### src/rtl/covariance_engine.sv
// Streaming covariance-matrix engine: buffers M samples of N signed variables,
// centres them on their means and streams out the normalised N x N covariance.
module covariance_engine #(
   parameter int N          = 4,
   parameter int M          = 16,
   parameter int DATA_W     = 16,
   parameter int ACC_W      = 48,
   parameter int UPPER_ONLY = 0,
   parameter int BIASED     = 0
) (
   input  logic                      clk,
   input  logic                      reset,
   input  logic                      in_valid,
   output logic                      in_ready,
   input  logic signed [DATA_W-1:0]  in_data,
   output logic                      out_valid,
   input  logic                      out_ready,
   output logic signed [ACC_W-1:0]   out_data,
   output logic [$clog2(N)-1:0]      out_row,
   output logic [$clog2(N)-1:0]      out_col,
   output logic                      out_last,
   output logic                      busy,
   output logic [2:0]                dbg_state
);

   localparam int I_W   = $clog2(N);
   localparam int S_W   = $clog2(M);
   localparam int SUM_W = DATA_W + S_W + 1;
   localparam int C_W   = DATA_W + 1;
   localparam int P_W   = 2 * C_W;
   localparam logic [I_W-1:0]          V_LAST = I_W'(N - 1);
   localparam logic [S_W-1:0]          S_LAST = S_W'(M - 1);
   localparam logic signed [SUM_W-1:0] M_DIV  = SUM_W'(M);
   localparam logic signed [ACC_W-1:0] D_DIV  = ACC_W'((BIASED != 0) ? M : M - 1);

   typedef enum logic [2:0] {
      ST_LOAD   = 3'd0,
      ST_MEAN   = 3'd1,
      ST_CENTER = 3'd2,
      ST_MAC    = 3'd3,
      ST_DIV    = 3'd4,
      ST_OUT    = 3'd5
   } state_t;

   state_t                  state;
   logic signed [C_W-1:0]   data_buf [M][N];
   logic signed [SUM_W-1:0] sum      [N];
   logic signed [DATA_W-1:0] mean    [N];
   logic [S_W-1:0]          s_cnt;
   logic [I_W-1:0]          v_cnt;
   logic [I_W-1:0]          i_idx;
   logic [I_W-1:0]          j_idx;
   logic signed [ACC_W-1:0] acc;
   logic signed [C_W-1:0]   mac_a;
   logic signed [C_W-1:0]   mac_b;
   logic signed [P_W-1:0]   prod;
   logic                    last_pair;

   // Handshakes: a transfer happens on a rising edge where valid && ready;
   // a producer holds valid and its payload stable until that edge.
   assign in_ready  = (state == ST_LOAD);
   assign busy      = !((state == ST_LOAD) && (s_cnt == '0) && (v_cnt == '0));
   assign dbg_state = state;
   assign last_pair = (i_idx == V_LAST) && (j_idx == V_LAST);

   assign mac_a = data_buf[s_cnt][i_idx];
   assign mac_b = data_buf[s_cnt][j_idx];
   assign prod  = mac_a * mac_b;

   // Sample storage is never reset; it is fully rewritten by every data set.
   always_ff @(posedge clk) begin
      if (state == ST_LOAD && in_valid) begin
         data_buf[s_cnt][v_cnt] <= C_W'(in_data);
      end else if (state == ST_CENTER) begin
         data_buf[s_cnt][v_cnt] <= data_buf[s_cnt][v_cnt] - C_W'(mean[v_cnt]);
      end
   end

   always_ff @(posedge clk or negedge reset) begin
      if (!reset) begin
         state     <= ST_LOAD;
         s_cnt     <= '0;
         v_cnt     <= '0;
         i_idx     <= '0;
         j_idx     <= '0;
         acc       <= '0;
         out_valid <= 1'b0;
         out_data  <= '0;
         out_row   <= '0;
         out_col   <= '0;
         out_last  <= 1'b0;
         for (int v = 0; v < N; v++) begin
            sum[v]  <= '0;
            mean[v] <= '0;
         end
      end else begin
         case (state)
            ST_LOAD: begin
               if (in_valid) begin
                  sum[v_cnt] <= sum[v_cnt] + SUM_W'(in_data);
                  if (v_cnt == V_LAST) begin
                     v_cnt <= '0;
                     if (s_cnt == S_LAST) begin
                        s_cnt <= '0;
                        state <= ST_MEAN;
                     end else begin
                        s_cnt <= s_cnt + 1'b1;
                     end
                  end else begin
                     v_cnt <= v_cnt + 1'b1;
                  end
               end
            end
            ST_MEAN: begin
               mean[v_cnt] <= DATA_W'(sum[v_cnt] / M_DIV);
               if (v_cnt == V_LAST) begin
                  v_cnt <= '0;
                  state <= ST_CENTER;
               end else begin
                  v_cnt <= v_cnt + 1'b1;
               end
            end
            ST_CENTER: begin
               if (v_cnt == V_LAST) begin
                  v_cnt <= '0;
                  if (s_cnt == S_LAST) begin
                     s_cnt <= '0;
                     acc   <= '0;
                     state <= ST_MAC;
                  end else begin
                     s_cnt <= s_cnt + 1'b1;
                  end
               end else begin
                  v_cnt <= v_cnt + 1'b1;
               end
            end
            ST_MAC: begin
               acc <= acc + ACC_W'(prod);
               if (s_cnt == S_LAST) begin
                  s_cnt <= '0;
                  state <= ST_DIV;
               end else begin
                  s_cnt <= s_cnt + 1'b1;
               end
            end
            ST_DIV: begin
               out_data  <= acc / D_DIV;
               out_row   <= i_idx;
               out_col   <= j_idx;
               out_last  <= last_pair;
               out_valid <= 1'b1;
               state     <= ST_OUT;
            end
            ST_OUT: begin
               if (out_ready) begin
                  out_valid <= 1'b0;
                  out_last  <= 1'b0;
                  acc       <= '0;
                  if (last_pair) begin
                     i_idx <= '0;
                     j_idx <= '0;
                     for (int v = 0; v < N; v++) sum[v] <= '0;
                     state <= ST_LOAD;
                  end else begin
                     // Row-major walk; the upper-triangle walk restarts each row on the diagonal.
                     if (j_idx == V_LAST) begin
                        i_idx <= i_idx + 1'b1;
                        j_idx <= (UPPER_ONLY != 0) ? i_idx + 1'b1 : '0;
                     end else begin
                        j_idx <= j_idx + 1'b1;
                     end
                     state <= ST_MAC;
                  end
               end
            end
            default: state <= ST_LOAD;
         endcase
      end
   end

endmodule

### config.mk
export PLATFORM = sky130hd
export DESIGN_NAME = covariance_engine
export DESIGN_NICKNAME = d
export VERILOG_FILES = /design/src/rtl/covariance_engine.sv
export SDC_FILE = /design/constraint.sdc
export NUM_CORES = 2
export LEC_CHECK = 0
export CAP_MARGIN = 20
export CORE_MARGIN = 2
export CORE_UTILIZATION = 34
export DETAILED_ROUTE_END_ITERATION = 12
export HOLD_SLACK_MARGIN = 0.06
export SLEW_MARGIN = 10
export SYNTH_ARGS = -nofsm -noshare
export SYNTH_HDL_FRONTEND = slang
export SYNTH_SLANG_ARGS = --single-unit
### constraint.sdc
create_clock -name clk -period 61.5 [get_ports clk]
set_input_delay 12.3 -clock clk [delete_from_list [all_inputs] [get_ports clk]]
set_output_delay 12.3 -clock clk [all_outputs]
set_load 0.03 [all_outputs]
==> impl_metrics.csv <==
group,metric,value,unit
synthesis,synth_area,79000,µm²
finish,area_delta_synth_final,12.2,%
global_route,grtUsageTotal,17.8,%
clocking,cts_max_level,4,
finish,nNetsFinal,6643,
synthesis,syn_nets,6531,
clocking,cts-buffers-inserted,142,
clocking,hold_buffers,0,
floorplan,die_h,486,µm
setup_path,path_max_fanout,15,
finish,mostFrequentLayoutCells,"1,088 x edfxtp_1, 634 x inv_1, 517 x nand2_1",
routing,drtIter0Drc,4702,
routing,wirelength,211,mm
clocking,clkTransAtPathRegs,50,ps
synthesis,synth-seq-cells,1351,
synthesis,synth_top_area_share,41.4,%
routing,routedWlPerCell,23.0,µm
global_route,antenna_found_initial,2,
clocking,tritoncts,"yes",
routing,dr.pass1.iters,6,
setup_path,crit_arrival,27000,ps
place,place_congestion,0.894,
clocking,cts_setup_buffers,0,
place,pre_cts_slack,35600,ps
floorplan,design.die.area,236000,µm²
routing,drc,0,
clocking,clk_latency,810,ps
clocking,cts_root_buf,"clkbuf_16",
timing,hold_viol,0,
finish,drive_gt1_share,16.1,%
timing,worst_pin_slew,1220,ps
global_route,first_global_vias,51000,
floorplan,coreArea,230000,µm²
synthesis,synthTopCellsByArea,"edfxtp_1 41%, mux4_2 12%, fa_1 11%",
setup_path,slowest_delay,950,ps
finish,final_common_cell,"edfxtp_1",
synthesis,synth_seq_area_share,49.7,%
synthesis,synth_edf_count,1088,
setup_path,start_kind,"flip-flop",
setup_path,crit_slowest_cell,"nor4_1",
setup_path,worstSetupPathType,"reg2reg",
status,status,"finished, final reports clean",
setup_path,required,62110,ps
timing,period_needed,26390,ps
floorplan,initial_core_util,34.3,%
synthesis,avgSynthCellArea,13.4,µm²
synthesis,syn_inst,5910,
timing,rsz0062_at_grt,"no",
timing,setup_viol_count_final,0,
floorplan,top_level_ports,79,
clocking,cts_resized,0,
timing,max_freq,37.9,MHz
synthesis,synthArstFlopShare,19.5,%
timing,fin_worst_skew,64.8,ps
timing,setup_ws,35110,ps
global_route,gr-total-overflow,0,
place,hpwl,142,mm
floorplan,die_w,486,µm
global_route,grt_max_degree,159,
synthesis,synth-main-ff-cell,"edfxtp_1",
place,io_buffer_count,78,
run,maxCapViolCount,0,
clocking,clockBufferDepth,3,
timing,relSlewSlack,17.8,%
timing,fin_setup_tns,0,ps
setup_path,cp-end-kind,"flip-flop",
global_route,grt_pass1_wl,320,mm
synthesis,ys.warnings.count,0,
timing,slew_violations,0,
routing,postRouteAntennaNets,0,
timing,finalCritPeriodShare,42.9,%
routing,num_vias,50100,
min_path,min_path_type,"reg2reg",
synthesis,synth_top_area_cell,"edfxtp_1",
floorplan,fp-row-count,176,
routing,avgViaCountPerCell,5.47,
synthesis,ys_types,123,
clocking,cts_sinks,1351,
==> final timing paths <==
| path | slack, ps | from | to | cells after the start |
|---|---|---|---|---|
| min in group asynchronous | 11650 | reset | out_data[22] | 1 |
| hold / removal | 470 | out_data[46] | out_data[46] | 2 |
| setup reg to reg | 35110 | acc[9] | out_data[42] | 80 |
| hold reg to reg | 470 | out_data[46] | out_data[46] | 2 |
| setup / recovery | 35110 | acc[9] | out_data[42] | 80 |
| max in group asynchronous | 48350 | reset | sum[36] | 2 |
==> per-layer routing <==
layer	wire length, µm	part of all wire (%)	global-route usage [%]	up-vias
li1	-	-	-	22000
met1	87700	42	24.1	25900
met2	101000	48	29.1	1903
met3	17000	8.0	3.50	327
met4	5610	2.7	4.68	4
met5	85	0.040	0.225	-
==> per-stage QoR <==
step / util (%) / instance area [µm²] / instances / hold slack [ps]
2_1_floorplan: - / 79000 / 5910 / 445
3_3_place_gp: 36.4 / 83900 / 8889 / 458
3_5_place_dp: 36.4 / 83900 / 8893 / 463
4_1_cts: 38.4 / 88500 / 9150 / 477
5_1_grt: 38.5 / 88600 / 9161 / 498
6_report: 38.5 / 88600 / 9163 / 469
==> synthesized netlist by cell type (all sizes together) (111+ instances only) <==
| cell | instances |
|---|---|
| ha | 184 |
| xnor2 | 192 |
| a22o | 111 |
| dfrtp | 263 |
| a21oi | 223 |
| o21ai | 257 |
| fa | 417 |
| mux4 | 419 |
| edfxtp | 1088 |
| inv | 637 |
| nand2 | 518 |
| nor2 | 323 |
| clkbuf | 199 |
==> registers in the layout, indices dropped and copies added (netlist names) <==
register	cells
out_col	2
data_buf	1088
i_idx	2
out_data	48
out_last	1
out_valid	1
j_idx	2
v_cnt	2
mean	64
dbg_state	3
acc	48
sum	84
out_row	2
s_cnt	4
==> logic make-up after synthesis <==
| kind of cell | share of synthesized area (%) |
|---|---|
| adder cells (fa/ha/maj) | 13.6 |
| flip-flops | 49.7 |
| buffers and inverters | 4.36 |
| AND/OR/NAND/NOR | 7.43 |
| multiplexers | 12.8 |
| AO/OA/AOI/OAI | 9.56 |
| XOR/XNOR | 2.50 |
==> cell type report <==
| type | count | area [µm²] |
|---|---|---|
| clock inverters | 71 | 833 |
| flip-flops and latches | 1351 | 39300 |
| clock buffers | 186 | 3770 |
| diodes | 2 | 5.00 |
| multi-input cells | 3655 | 36500 |
| inverters | 637 | 2390 |
| well taps | 3026 | 3790 |
| fillers | 21600 | 142000 |
| repair buffers | 235 | 2020 |
==> critical path, delay by kind of cell (launching register included) <==
kind            cells  cell delay (ps)
xor+xnor            8             1880
simple gates       19             6030
compound gates     42            13550
buf+inv             1              260
mux                 6             2960
flops               1              440
fa+ha+maj           4             1120
Power is left out: the tool's default activity adds up to more than one toggle a clock period on the data nets, which glitch-free logic cannot reach.
